File: src/rtl/bus_arbiter_rr.sv
// bus_arbiter_rr: N-master to single-slave bus arbiter, registered one-hot grant,
// optional master-0 priority, round-robin otherwise. BUS_TIMEOUT_EN adds a grant timeout.
module bus_arbiter_rr #(
    parameter int NUM_MASTERS    = 4,
    parameter int ADDR_W         = 16,
    parameter int DATA_W         = 16,
    parameter int PRIO_M0        = 1,
    parameter int TIMEOUT_CYCLES = 15
) (
    input  logic                            i_clk,
    input  logic                            i_reset,
    input  logic [NUM_MASTERS-1:0]          i_m_cs,
    input  logic [NUM_MASTERS-1:0]          i_m_we,
    input  logic [NUM_MASTERS*ADDR_W-1:0]   i_m_addr,
    input  logic [NUM_MASTERS*DATA_W-1:0]   i_m_dat,
    output logic [DATA_W-1:0]               o_m_dat,
    output logic [NUM_MASTERS-1:0]          o_m_ack,
    output logic [NUM_MASTERS-1:0]          o_m_grant,
    output logic                            o_m_err,
    output logic [ADDR_W-1:0]               o_addr,
    output logic [DATA_W-1:0]               o_dat,
    output logic                            o_cs,
    output logic                            o_we,
    input  logic [DATA_W-1:0]               i_dat,
    input  logic                            i_ack
);

    localparam int IDX_W = $clog2(NUM_MASTERS);

    typedef enum logic {IDLE, BUSY} state_t;

    state_t                 state;
    logic [NUM_MASTERS-1:0] grant;
    logic [IDX_W-1:0]       last;
    logic [IDX_W-1:0]       gidx;
    logic [IDX_W-1:0]       win_idx;
    logic [IDX_W-1:0]       cand;
    logic                   win_vld;
    logic                   g_cs;
    logic                   to_hit;

    // Scan last+1, last+2, ... so the most recently served master ranks last.
    always_comb begin
        win_vld = 1'b0;
        win_idx = '0;
        cand    = '0;
        if (PRIO_M0 != 0 && i_m_cs[0]) begin
            win_vld = 1'b1;
        end else begin
            for (int i = 1; i <= NUM_MASTERS; i++) begin
                cand = IDX_W'((int'(last) + i) % NUM_MASTERS);
                if (!win_vld && i_m_cs[cand] && !(PRIO_M0 != 0 && cand == '0)) begin
                    win_vld = 1'b1;
                    win_idx = cand;
                end
            end
        end
    end

    always_comb begin
        gidx = '0;
        for (int k = 0; k < NUM_MASTERS; k++)
            if (grant[k]) gidx = IDX_W'(k);
    end

    assign g_cs = |(grant & i_m_cs);

    always_comb begin
        o_addr = '0;
        o_dat  = '0;
        o_we   = 1'b0;
        for (int k = 0; k < NUM_MASTERS; k++) begin
            if (grant[k]) begin
                o_addr = i_m_addr[k*ADDR_W +: ADDR_W];
                o_dat  = i_m_dat[k*DATA_W +: DATA_W];
                o_we   = i_m_we[k];
            end
        end
    end

    assign o_cs      = g_cs;
    assign o_m_dat   = i_dat;
    assign o_m_grant = grant;
    assign o_m_ack   = grant & i_m_cs & {NUM_MASTERS{i_ack | to_hit}};
    // A real ack in the timeout cycle completes normally, without error.
    assign o_m_err   = to_hit & ~i_ack & g_cs;

`ifdef BUS_TIMEOUT_EN
    localparam int CNT_W = $clog2(TIMEOUT_CYCLES + 1);

    logic [CNT_W-1:0] to_cnt;

    always_ff @(posedge i_clk or posedge i_reset) begin
        if (i_reset)
            to_cnt <= '0;
        else if (state != BUSY)
            to_cnt <= '0;
        else if (!i_ack)
            to_cnt <= to_cnt + 1'b1;
    end

    assign to_hit = (state == BUSY) && (to_cnt == CNT_W'(TIMEOUT_CYCLES));
`else
    logic unused_timeout;
    assign unused_timeout = ^{1'b0, TIMEOUT_CYCLES};
    assign to_hit = 1'b0;
`endif

    always_ff @(posedge i_clk or posedge i_reset) begin
        if (i_reset) begin
            state <= IDLE;
            grant <= '0;
            last  <= '0;
        end else begin
            case (state)
                IDLE: begin
                    if (win_vld) begin
                        grant <= NUM_MASTERS'(1) << win_idx;
                        state <= BUSY;
                    end
                end
                BUSY: begin
                    // Abort leaves the round-robin pointer untouched.
                    if (!g_cs) begin
                        grant <= '0;
                        state <= IDLE;
                    end else if (i_ack || to_hit) begin
                        grant <= '0;
                        last  <= gidx;
                        state <= IDLE;
                    end
                end
                default: begin
                    grant <= '0;
                    state <= IDLE;
                end
            endcase
        end
    end

endmodule

File: config.mk
export PLATFORM = sky130hd
export DESIGN_NAME = bus_arbiter_rr
export DESIGN_NICKNAME = d
export VERILOG_FILES = /design/src/rtl/bus_arbiter_rr.sv
export SDC_FILE = /design/constraint.sdc
export NUM_CORES = 1
export LEC_CHECK = 0
export ABC_CLOCK_PERIOD_IN_PS = 3600
export CORE_AREA = 2 2 83 85
export CTS_CLUSTER_DIAMETER = 30
export DETAILED_ROUTE_END_ITERATION = 16
export DIE_AREA = 0 0 85 87
export DONT_BUFFER_PORTS = 1
export GPL_TIMING_DRIVEN = 0
export MAX_ROUTING_LAYER = met4
export PLACE_DENSITY = 0.47
export SLEW_MARGIN = 20
export SYNTH_ARGS = -nofsm -noshare
export SYNTH_HDL_FRONTEND = slang
export SYNTH_SLANG_ARGS = --single-unit
File: constraint.sdc
create_clock -name i_clk -period 3.6 [get_ports i_clk]
set_input_delay 0.72 -clock i_clk [delete_from_list [all_inputs] [get_ports i_clk]]
set_output_delay 0.72 -clock i_clk [all_outputs]
set_load 0.05 [all_outputs]
After elaboration in Yosys (flattened, before gate mapping)
Cells that the tools add are included.

word-level totals
  output and inout port bits = 59
  register bits = 7
  input bits = 155
  word-level logic and storage cells = 82

operators by class
  $add $sub $neg = 4
  bitwise operators = 3
  order comparisons = 4
  shifts and indexed selects = 1
  reductions and logical operators = 21
  equality and inequality tests = 2
  multiplexer cells = 44

operator list
  operator             number
  $mux 16              8
  $mux 1               20
  $mux 2               7
  $lt 2x3->1 const B   4
  $mux 4               3
  $and 4x4->4          2
  $bmux 1 s2           4
  $logic_not 2->1      4
  $pmux 4 s2           1
  $logic_and 1x1->1    7
  $logic_not 1->1      7
  $add 2x1->2 const B  2
  $add 2x2->2 const B  2
  $reduce_or 4->1      1
  $shl 1x2->4 const A  1
  $ne 3x3->1 const B   1
  $reduce_and 3->1     1
  $ne 2x2->1 const B   1
  $pmux 1 s2           1
  $reduce_and 2->1     1
  $not 1->1            1

Depth between registers and ports, before layout
  word-level depth = 24
  mapped depth = 9
  mapped depth without buffers = 8

Least setup slack after synthesis
No wires, ideal clock.

  path kind = register to output
  start point = reg grant[1] (netlist: o_m_grant[1])
  end point = out o_addr[15]
  stages on the path, launching flop included = 5
  slack = 0.627 ns
  path buffers = 1
  data arrival time = 2.253 ns
  data required time = 2.880 ns
  cells stage by stage = dfrtp_1 > nor2b_1 > clkbuf_1 > a22oi_1 > o21ai_0

between the ends
  cells in the longest elaborated chain, start to end = 3

RTL lines
  item                    RTL line  source
  from (decl)             33        logic [NUM_MASTERS-1:0] grant;
  from (signal assigned)  118       grant <= NUM_MASTERS'(1) << win_idx;
  $mux 16 (3 in series)   73        if (grant[k]) begin
  to (decl)               20        output logic [ADDR_W-1:0] o_addr,

Every way passes these cells.

Worst setup path after layout
  start point = reg grant[2] (netlist: o_m_grant[2])
  end point = out o_addr[13]

between the ends
  cells in the longest elaborated chain, start to end = 2

RTL lines
  item                   RTL line
  $mux 16 (2 in series)  73

Every way passes these cells.

==> impl.org <==
** Routing
- DRC violation total after the first TritonRoute iteration :: 163
- Using the TritonRoute via totals, the vias-per-cell ratio works out to 6.18.
- Routed wire length per instance :: 24.2 um
- For this run, design rule violations remaining after detail routing come to 0.
- Once detail routing completed, the nets flagged for antenna violations numbered 0.
- Vias after detailed routing :: 1,841
- 1st-pass router iterations :: 4
- After detailed routing, the total wire length is 7210 um.

** Power
- Total Power :: 0.00249 W
- Power density normalized to cell area :: 1330 mW/mm^2
- Of the total power, registers draw 8.2%.
- For this design the total switching power over the nets is 0.00178 W.
- Internal power contribution :: 0.000709 W
- Net switching is 71.6% of the power.
- Clock network power share :: 4.4%
- Leakage component of the power :: 0.648 nW
- Combinational cell fraction of total power :: 87.4%
- Peak ir drop on the vdd network :: 0.000493 V

** Synth
- Count of unique library cells instantiated by Yosys :: 43
- Share of the synthesized area in the top cell type :: 31.8%
- Most common flop cell mapped by yosys :: dfrtp_1
- Cell type contributing the most total cell area after synthesis :: a22oi_1
- Async SR Flop Fraction :: 100%
- Yosys mapped a number of flops with a built-in enable equal to 0.
- Most common library cells after synthesis :: 68 x a22oi_1, 33 x o21ai_1, 18 x clkbuf_1
- Post-synthesis instance area :: 0.00160 sq mm
- Synthesis inferred 7 register bits.
- In the synthesized netlist, the number of instances is 214.
- The Yosys step of the flow raised 0 warnings.
- Synthesis produced a netlist with a net count of 373.
- Avg Cell Area, Syn :: 7.50 sq um
- Yosys instantiated no cell more often than a22oi_1.
- Cell types occupying the most area after synthesis :: a22oi_1 32%, dfrtp_1 11%, o21ai_1 10%
- Post-synthesis sequential area ratio :: 10.9%

** Die
- The die covers 0.00740 sq mm.
- During I/O placement, the number of pins put on the boundary was 214.
- The die is 87 um tall.
- Standard-cell row count :: 30
- Initial core utilization :: 24.4%
- In this run the standard cell core region covers 0.00657 sq mm.
- Die X-Extent :: 85 um

** Layout
- In the final layout, the share of cells above drive strength 1 is 34.9%.
- The net count of the finished layout is 378.
- Measured on the finished design, the core utilization comes to 28.5%.
- Fill cells in the final layout number 726.
- Compared with the post-synthesis result, the final layout area differs by 16.7%.
- Number of inserted diodes :: 0

** Min path
- The tightest min-delay check is of the in -> async type.

** Placed design
- Buffers on Ports :: 0
- The HPWL after detailed placement is 6010 um.
- Global placer's final weighted congestion :: 0.869
- Worst setup slack after placement :: -0.0454 ns

** Worst setup path
- Critical path class :: reg -> out
- Data on the critical path is required at its endpoint by 2.88 ns.
- The slowest stage of the critical path is the dfrtp_1 cell.
- Critical path startpoint :: o_m_grant[2]
- Critical path arrival :: 2.71 ns
- Together, buffers and inverters on the worst path number 2.
- Number of gates on the worst path with buffers counted :: 4
- Cell Chain, Critical Path :: clkbuf_1, clkbuf_1, a22oi_1, o21ai_2
- Depth of the worst register-to-register path :: 7
- CP Capture Type :: output port
- The startpoint identified for the worst register-to-register timing path is o_m_grant[3].
- On the worst path, the slowest cell contributes a delay of 0.68 ns.
- Maximum fanout along the worst path :: 10
- Sort of element at the start of the critical path :: flip-flop
- By instance count, the cell type seen most on the critical path is clkbuf_1.
- Gate family responsible for the most delay along the worst path :: buffers and inverters

** Clocking
- Number of hold buffers added after cts :: 0
- CTS placed an instance of clkbuf_8 at the clock tree root.
- Clock tree synthesis found a total of 7 sinks.
- CTS built an H-tree with a depth of 1.
- The longest clock path from root to sink contains 2 buffers.
- TritonCTS built the clock tree.
- At the later pin of the worst-skew pair, clock insertion delay measures 0.23 ns.
- Clock-pin slew was measured on the worst setup and hold paths at 0.04 ns.
- The number of clock buffers added by TritonCTS is 3.
- Post-CTS Repair Setup Buffers :: 0

** Run status
- The run finished with clean final reports.

** STA
- The worst path meets setup with 0.174 ns of slack.
- Timing would allow up to 292 MHz.
- The number of hold violations in the final report was 0.
- Between clock sinks in the finished design, the worst skew comes to 0.000183 ns.
- After layout, the worst path uses 95.2% of the clock period.
- Setup repair after global routing left no endpoint under its margin.
- # setup viols final :: 0
- In this run the tightest slew margin relative to its limit is 30.1%.
- Pins Over Slew Limit :: 0
- Final critical path time including I/O delays and setup :: 3.43 ns
- In the final timing run, aggregate negative setup slack is 0 ns.
- At the pin with the least slew margin, the transition time is 1.04 ns.
- On the final layout, the worst hold slack is 0.314 ns.

** Global route
- Via count of the first global-routing pass :: 1,689
- Entering global routing, the biggest net connects 11 pins.
- Summed over all layers, the global routing overflow is 0.
- Global-route wire length before repair :: 9720 um
- The number of antenna violations at the first check in global routing came to 0.
- In the global route stage, overall resource usage came out at 17.8%.

** Flow run
- Max-cap violations :: 0
sequential cells by signal, indices dropped and copies added, names as in the netlist:
register and flops:
state 1, o_m_grant 4, last 2
worst paths after layout:
path	slack, ns	to
min in group i_clk	0.59	state
setup / recovery	0.17	o_addr[13]
hold reg to reg	0.60	state
setup reg to reg	1.23	o_m_grant[3]
hold / removal	0.31	last[0]
max in group asynchronous	3.05	o_m_grant[1]
logic make-up (layout without fill, tap and decap cells):
group           after synthesis  in the layout  share of synthesized area, %
buf+inv                      42             46                          14.4
other cells                   1              1                         0.234
compound gates              124            124                          55.8
simple gates                 30             30                          10.6
mux                           6              6                          4.91
fa+ha+maj                     4              4                          3.12
flops                         7              7                          10.9
through the flow:
| step | cells | area, sq um |
|---|---|---|
| 6_report | 298 | 1870 |
| 5_1_grt | 298 | 1870 |
| 4_1_cts | 298 | 1870 |
| 3_5_place_dp | 294 | 1700 |
| 3_3_place_gp | 294 | 1700 |
| 2_1_floorplan | 214 | 1600 |
power groups by stage:
| stage | registers [W] | clock network, W | logic [W] |
|---|---|---|---|
| 3_3_place_gp | 0.000202 | 0 | 0.00205 |
| 5_1_grt | 0.000208 | 0.000118 | 0.00230 |
| 4_1_cts | 0.000204 | 0.000112 | 0.00218 |
| 2_1_floorplan | 0.000189 | 0 | 0.00181 |
| 3_5_place_dp | 0.000204 | 0 | 0.00207 |
| 6_report | 0.000203 | 0.000110 | 0.00218 |
final cells by class:
type	instances	area, sq um	area share, %
buffer	38	216	11.6
multi-input combinational	165	1320	70.5
sequential	7	176	9.43
tap	80	100	5.35
inverter	4	15.0	0.802
clock buffer	4	45.0	2.41
what timing repair did:
item,CTS,global route
cloned,0,0
endpoints found under the hold margin,0,0
resized for setup,31,1
endpoints found under the setup margin,30,1
routing by layer:
metal | part of all wire [%] | up-vias | wire, um | track usage [%]
met5 | 0 | - | 0 | -
met4 | 2.9 | 0 | 210 | 6.20
met3 | 6.5 | 17 | 469 | 1.61
met2 | 50 | 111 | 3580 | 29.0
met1 | 41 | 869 | 2950 | 23.2
li1 | - | 844 | - | -
placed cells by master, fill, tap and decap left out, drive strengths merged:
cell / Yosys / routed
mux2: 3 / 3
a22oi: 68 / 68
nand3: 2 / 2
nor2b: 3 / 3
nor3: 1 / 1
inv: 4 / 4
o21ai: 37 / 37
o31ai: 1 / 1
mux2i: 3 / 3
conb: 1 / 1
o32ai: 1 / 1
nand2b: 4 / 4
o21bai: 2 / 2
a32o: 1 / 1
o211ai: 2 / 2
clkbuf: 18 / 22
o22ai: 2 / 2
nand2: 8 / 8
ha: 4 / 4
o21a: 1 / 1
a21oi: 2 / 2
or2: 3 / 3
a2bb2oi: 4 / 4
buf: 20 / 20
nor2: 4 / 4
and3: 4 / 4
dfrtp: 7 / 7
nor4b: 1 / 1
a22o: 1 / 1
o2bb2ai: 1 / 1
a21boi: 1 / 1
Power figures use the tool's default switching activity.
